### config.mk
export PLATFORM = sky130hd
export DESIGN_NAME = alu_32
export DESIGN_NICKNAME = d
export VERILOG_FILES = /design/src/rtl/alu_32.sv
export SDC_FILE = /design/constraint.sdc
export NUM_CORES = 1
export LEC_CHECK = 0
export BUFFER_PORTS_ARGS = -buffer_cell sky130_fd_sc_hd__buf_2
export CAP_MARGIN = 10
export CORE_MARGIN = 4
export CORE_UTILIZATION = 40
export CTS_CLUSTER_DIAMETER = 40
export CTS_CLUSTER_SIZE = 25
export DETAILED_ROUTE_END_ITERATION = 10
export GPL_TIMING_DRIVEN = 0
export HOLD_SLACK_MARGIN = 0.1
export REMOVE_ABC_BUFFERS = 1
export SLEW_MARGIN = 10
export SYNTH_ARGS = -nofsm -noshare
export SYNTH_HDL_FRONTEND = slang
export SYNTH_SLANG_ARGS = --single-unit
### constraint.sdc
create_clock -name clk -period 3.8 [get_ports clk]
set_clock_uncertainty 0.2 [all_clocks]
set_input_delay 0 -clock clk [delete_from_list [all_inputs] [get_ports clk]]
set_output_delay 0 -clock clk [all_outputs]
set_load 0.1 [all_outputs]
### src/rtl/alu_32.sv
// Registered 32-bit ALU: AND/OR/ADD/SUB/SLT plus AND-NOT/OR-NOT, with overflow and zero flags.
// Define ALU_CARRY_OUT_EN to add the registered adder carry-out port.
module alu_32 #(
  parameter int unsigned WIDTH = 32
) (
  input  logic             clk,
  input  logic             reset,
  input  logic [WIDTH-1:0] a,
  input  logic [WIDTH-1:0] b,
  input  logic [2:0]       f,
  output logic             overflow,
`ifdef ALU_CARRY_OUT_EN
  output logic             carry,
`endif
  output logic             zero,
  output logic [WIDTH-1:0] y
);

  typedef enum logic [2:0] {
    FN_AND   = 3'b000,
    FN_OR    = 3'b001,
    FN_ADD   = 3'b010,
    FN_RSVD  = 3'b011,
    FN_ANDN  = 3'b100,
    FN_ORN   = 3'b101,
    FN_SUB   = 3'b110,
    FN_SLT   = 3'b111
  } alu_fn_e;

  alu_fn_e          w_fn;
  logic [WIDTH-1:0] w_bb;
  logic [WIDTH-1:0] w_sum;
  logic             w_add_ovf;
  logic             w_lt;
  logic [WIDTH-1:0] w_y;
  logic             w_ovf;

  logic [WIDTH-1:0] r_y;
  logic             r_ovf;
  logic             r_zero;

  assign w_fn = alu_fn_e'(f);
  assign w_bb = f[2] ? ~b : b;

`ifdef ALU_CARRY_OUT_EN
  logic w_cout;
  logic w_carry;
  logic r_carry;
  assign {w_cout, w_sum} = {1'b0, a} + {1'b0, w_bb} + {{WIDTH{1'b0}}, f[2]};
`else
  assign w_sum = a + w_bb + {{(WIDTH-1){1'b0}}, f[2]};
`endif

  // Same overflow term serves ADD/SUB reporting and the SLT sign correction.
  assign w_add_ovf = (a[WIDTH-1] == w_bb[WIDTH-1]) && (w_sum[WIDTH-1] != a[WIDTH-1]);
  assign w_lt      = w_sum[WIDTH-1] ^ w_add_ovf;

  always_comb begin
    w_y   = '0;
    w_ovf = 1'b0;
`ifdef ALU_CARRY_OUT_EN
    w_carry = 1'b0;
`endif
    case (w_fn)
      FN_AND:  w_y = a & b;
      FN_OR:   w_y = a | b;
      FN_ANDN: w_y = a & w_bb;
      FN_ORN:  w_y = a | w_bb;
      FN_ADD, FN_SUB: begin
        w_y   = w_sum;
        w_ovf = w_add_ovf;
`ifdef ALU_CARRY_OUT_EN
        w_carry = w_cout;
`endif
      end
      FN_SLT:  w_y = {{(WIDTH-1){1'b0}}, w_lt};
      default: w_y = '0;
    endcase
  end

  always_ff @(posedge clk) begin
    if (reset) begin
      r_y    <= '0;
      r_ovf  <= 1'b0;
      r_zero <= 1'b1;
    end else begin
      r_y    <= w_y;
      r_ovf  <= w_ovf;
      r_zero <= (w_y == '0);
    end
  end

`ifdef ALU_CARRY_OUT_EN
  always_ff @(posedge clk) begin
    if (reset) r_carry <= 1'b0;
    else       r_carry <= w_carry;
  end
  assign carry = r_carry;
`endif

  assign y        = r_y;
  assign overflow = r_ovf;
  assign zero     = r_zero;

endmodule

======== After elaboration in Yosys (flattened, before gate mapping) ========
Index checks and enable logic that the tools add are counted.
word-level totals
  register bits after elaboration ......... 34
  input bits .............................. 69
  word-level logic and storage cells ...... 27
cells by class
  $add $sub $neg .......................... 2
  equality and inequality tests ........... 8
  muxes and demuxes ....................... 2
  bitwise operators ....................... 7
  reduce and logical (&&, ||, !) cells .... 5
operator list
  kind                                                                    number
  32-bit one-hot mux with 6 select lines                                  1
  32-bit bitwise AND                                                      2
  32-bit bitwise OR                                                       2
  32-bit by 1-bit adder with 32-bit output                                1
  32-bit adder                                                            1
  32-bit zero test                                                        1
  32-bit two-way mux                                                      1
  32-bit inverter                                                         1
  3-bit equality test (second input constant)                             4
  2-bit OR reduction                                                      2
  3-bit by 1-bit equality test with 1-bit output (second input constant)  1
  3-bit by 2-bit equality test with 1-bit output (second input constant)  1
  3-bit zero test                                                         1
  1-bit equality test                                                     1
  1-bit logical AND                                                       1
  1-bit != test                                                           1
  1-bit inverter                                                          1
  1-bit XOR                                                               1

======== Depth between registers and ports, before layout ========
  depth after elaboration ................. 9
  gate-level depth with buffers ........... 17
  mapped depth without buffers ............ 13

======== Least setup slack after synthesis ========
OpenSTA, ideal clock, no wires.
  path type ............................... input to register
  start point ............................. in f[2]
  end point ............................... reg r_zero (netlist: zero)
  data arrival time ....................... 2.989 ns
  required time ........................... 3.504 ns
  setup slack ............................. 0.516 ns
  cell stages on the path ................. 17
  path buffers ............................ 5
  path through ............................ buf_6 -> buf_6 -> buf_6 -> buf_2 -> xor2_1 -> ha_1 -> buf_2 -> a211oi_1 -> o21bai_1 -> a22oi_1 -> nand3_1 -> a31oi_1 -> o41ai_1 -> xor2_1 -> a22oi_1 -> nand4_1 -> o41ai_2
between the ends
  word-level cells in the longest chain between the ends .. 8
  elaborated cells between the ends (all ways) .. 19
  classes of those cells .................. 2 x add/sub; 8 x eq/ne; 2 x mux; 3 x bitwise; 4 x reduce/logical
ends and longest elaborated chain
  element                                   RTL line  source
  from (decl)                               10        input logic [2:0] f,
  32-bit two-way mux                        43        assign w_bb = f[2] ? ~b : b;
  32-bit adder                              51        assign w_sum = a + w_bb + {{(WIDTH-1){1'b0}}, f[2]};
  32-bit by 1-bit adder with 32-bit output  51
  1-bit != test                             55        assign w_add_ovf = (a[WIDTH-1] == w_bb[WIDTH-1]) && (w_sum[WIDTH-1] != a[WIDTH-1]);
  1-bit logical AND                         55
  1-bit XOR                                 56        assign w_lt = w_sum[WIDTH-1] ^ w_add_ovf;
  32-bit one-hot mux with 6 select lines *  64        case (w_fn)
  32-bit zero test *                        89        r_zero <= (w_y == '0);
  to (signal assigned)                      89
  to (decl)                                 40        logic r_zero;
Mark *: on every way between the ends. The rest lies on a longest branch, timed or not.
A chain may end at the register's enable or synchronous reset.

======== Final worst setup path ========
  start point ............................. in a[1]
  end point ............................... reg r_zero (netlist: zero)
between the ends
  word-level cells in the longest chain between the ends .. 7
  elaborated cells between the ends (all ways) .. 11
  classes of those cells .................. 2 x add/sub; 1 x eq/ne; 1 x mux; 5 x bitwise; 2 x reduce/logical
ends and longest elaborated chain
  element                                   RTL line  source
  from (decl)                               8         input logic [WIDTH-1:0] a,
  32-bit adder                              51
  32-bit by 1-bit adder with 32-bit output  51
  1-bit != test                             55
  1-bit logical AND                         55
  1-bit XOR                                 56
  32-bit one-hot mux with 6 select lines *  64
  32-bit zero test *                        89
Marked as above.

==> flow_summary_export.csv <==
group,metric,value,unit
run_status,outcome,"complete, no violations",
timing,fin_crit_sh,96.8,%
clock_tree,clkSinkCount,34,
pwr,p_seq_share,20.9,%
pwr,ir_drop,0.000208,V
global_route,antenna_found_initial,0,
global_route,grt_pass1_vias,4359,
clock_tree,ctsRootBufferMaster,"clkbuf_8",
setup_path,worstSetupStartpointType,"input port",
finish,instances_no_fill,815,
yosys,ys_seq_elements,34,
clock_tree,cts.reportedPaths.clkPinSlew,0.07,ns
timing,finalHoldViolCount,0,
drt,ant_nets,0,
yosys,synthTopCellsByArea,"dfxtp_1, ha_1, xor2_1",
finish,area_growth,29.0,%
yosys,syn_avg_cell_area,7.66,sq um
die,io_pins,103,
yosys,synth_flop_cell,"dfxtp_1",
timing,fin_ws,0.121,ns
die,core_area,10300,sq um
pwr,leakagePower,2.35,nW
setup_path,crit_path_max_fanout,4,
timing,grt_setup_unrepaired,"no",
global_route,grt_use_total,22.5,%
clock_tree,cts.path.max_buffers,2,
yosys,syn-instance-count,547,
yosys,synth_edf_count,0,
clock_tree,cts_made_buffers,5,
yosys,syn_area,4190,sq um
placement,placed_cell_area,4710,sq um
setup_path,arrival,3.68,ns
clock_tree,postCtsSetupRepairBufs,0,
drt,drt_iter0_markers,218,
pwr,netSwitchingPower,0.921,mW
drt,first_pass_iters,5,
setup_path,cpMaxStageDelayCell,"dlygate4sd3_1",
clock_tree,cts_tree,"yes",
setup_path,cp_cell_sequence,"dlygate4sd3_1, buf_2, fa_1, a21o_1, a311o_1, a21boi_2, xnor2_1, o32ai_1, nor3_2, nand3_2, nor4b_2, nand4_1, o41ai_2",
finish,final_cell_area,5410,sq um
setup_path,crit_required,3.80,ns
die,rows,37,
finish,drive_above_1_share,20.3,%
placement,hpwl,9.96,mm
pwr,power_frac_clock,18.7,%
timing,fin_crit,3.68,ns
drt,vias,4625,
placement,port_buffers,102,
die,fp.dieW,110,um
drt,wl_per_cell,16.7,um
yosys,ys_seq_area_share,16.2,%
finish,n_fill_cell,1019,
yosys,yosysWarnings,0,
yosys,synth.cells.most_frequent,"nor2_1, a21oi_1, xor2_1",
drt,viasPerCell,5.67,
yosys,async_flop_share,0,%
drt,wl,13.6,mm
timing,setup_viol_count_final,0,
yosys,yosysTopAreaCell,"dfxtp_1",
flow_run,drv_cap,0,
placement,dp.cells,752,
timing,max_slew_margin,22.3,%
drt,drc,0,
timing,fmax,272,MHz
hold_path,holdCritPathClass,"in2reg",
placement,globalplace.congestion,0.914,
setup_path,worst_setup_path_end_kind,"flip-flop",
pwr,powerDensity,351,nW/um^2
yosys,yosysMostFrequentCell,"nor2_1",
timing,holdWs,0.151,ns
finish,final_nets,781,
pwr,sw_frac_of_total,48.5,%
global_route,grt_start_max_net_pins,54,
die,start_util,40.8,%
setup_path,cp_slowest_stage_delay,0.53,ns
pwr,p_int,0.977,mW
yosys,yosysTopAreaCellShare,16.2,%
placement,pre_cts_ws,-0.707,ns
finish,antenna_cells,0,
setup_path,crit_type,"in2reg",
die,fp.dieH,110,um
timing,tightest_slew,1.16,ns
pwr,comb_power_share,60.4,%
clock_tree,htreeDepth,2,
yosys,yosysUniqueCellTypes,74,
global_route,gr-total-overflow,0,
pwr,power,1.90,mW
timing,slew_violations,0,
die,die-area,12200,sq um
global_route,grt_pass1_wl,21.5,mm
==> cells in the final DEF (no fill, tap or decap), types with 9 or more instances in the layout <==
| cell type | count |
|---|---|
| o21ai_0 | 26 |
| a211oi_1 | 15 |
| a22oi_1 | 15 |
| dlygate4sd3_1 | 55 |
| nand4_1 | 15 |
| inv_1 | 11 |
| buf_2 | 101 |
| dfxtp_1 | 34 |
| nand3_1 | 14 |
| ha_1 | 33 |
| xnor2_1 | 11 |
| maj3_1 | 24 |
| nand2_1 | 43 |
| a21o_1 | 11 |
| nor2_1 | 54 |
| a21oi_1 | 48 |
| xor2_1 | 44 |
| a31oi_1 | 9 |
==> state kept, by name, summed over array words and instances (netlist names) <==
name and flops:
zero 1, y 32, overflow 1
==> kinds of logic (layout without fill, tap and decap cells) <==
group                      count (synthesis)  count (layout)  share of synthesized area, %
AOI/OAI and AO/OA                        184             184                          30.4
xor gates and xnor gates                  55              55                          11.5
adders and majority gates                 60              60                          16.6
buffers and inverters                     44             176                          5.02
DFF                                       34              34                          16.2
muxes                                      3               3                         0.806
and+or+nand+nor                          167             167                          19.4
==> final cells by class <==
class	count	area, sq um	share of cell area [%]
Sequential cell	34	681	12.6
Tap cell	136	170	3.15
Inverter	11	41.3	0.764
Multi-Input combinational cell	469	3330	61.6
Clock inverter	3	45.0	0.833
Clock buffer	5	68.8	1.27
Timing Repair Buffer	157	1070	19.7
==> stage by stage <==
step	util, %	setup TNS, ns
floorplan	-	0
global placement	45.7	-0.732
detailed placement	45.8	-0.944
CTS	52.3	0
global route	52.6	0
finish	52.6	0
==> what timing repair did <==
item,in CTS,in global routing
hold buffers,55,0
resized for setup,1,5
setup endpoints to repair,1,4
hold endpoints to repair,32,0
cloned,0,0
==> final timing paths <==
| path | start | endpoint | slack [ns] | cells after the start |
|---|---|---|---|---|
| setup / recovery | a[1] | zero | 0.12 | 13 |
| hold / removal | a[8] | y[8] | 0.15 | 4 |
==> critical path, delay by kind of cell <==
kind,cells,cell delay (ns)
AOI/OAI and AO/OA,5,1.40
xor gates and xnor gates,1,0.15
adders and majority gates,1,0.45
buffers and inverters,2,0.68
and+or+nand+nor,4,0.99
==> per-layer routing <==
layer  global-route usage [%]  vias to the layer above  part of all wire (%)
li1                         -                     2300                     -
met1                     30.2                     2157                    45
met2                     37.7                      148                    47
met3                     3.20                       20                   6.8
met4                     5.80                        0                   1.7
met5                        0                        -                     0
==> power groups by stage <==
stage	Combinational [mW]	Clock (mW)	Sequential (mW)
after floorplan	0.566	0	0.651
after global placement	1.06	0	0.405
after detailed placement	1.06	0	0.405
after CTS	1.13	0.364	0.397
after global routing	1.25	0.373	0.400
final	1.15	0.355	0.397
No activity file was read; power rests on OpenSTA's default activity.
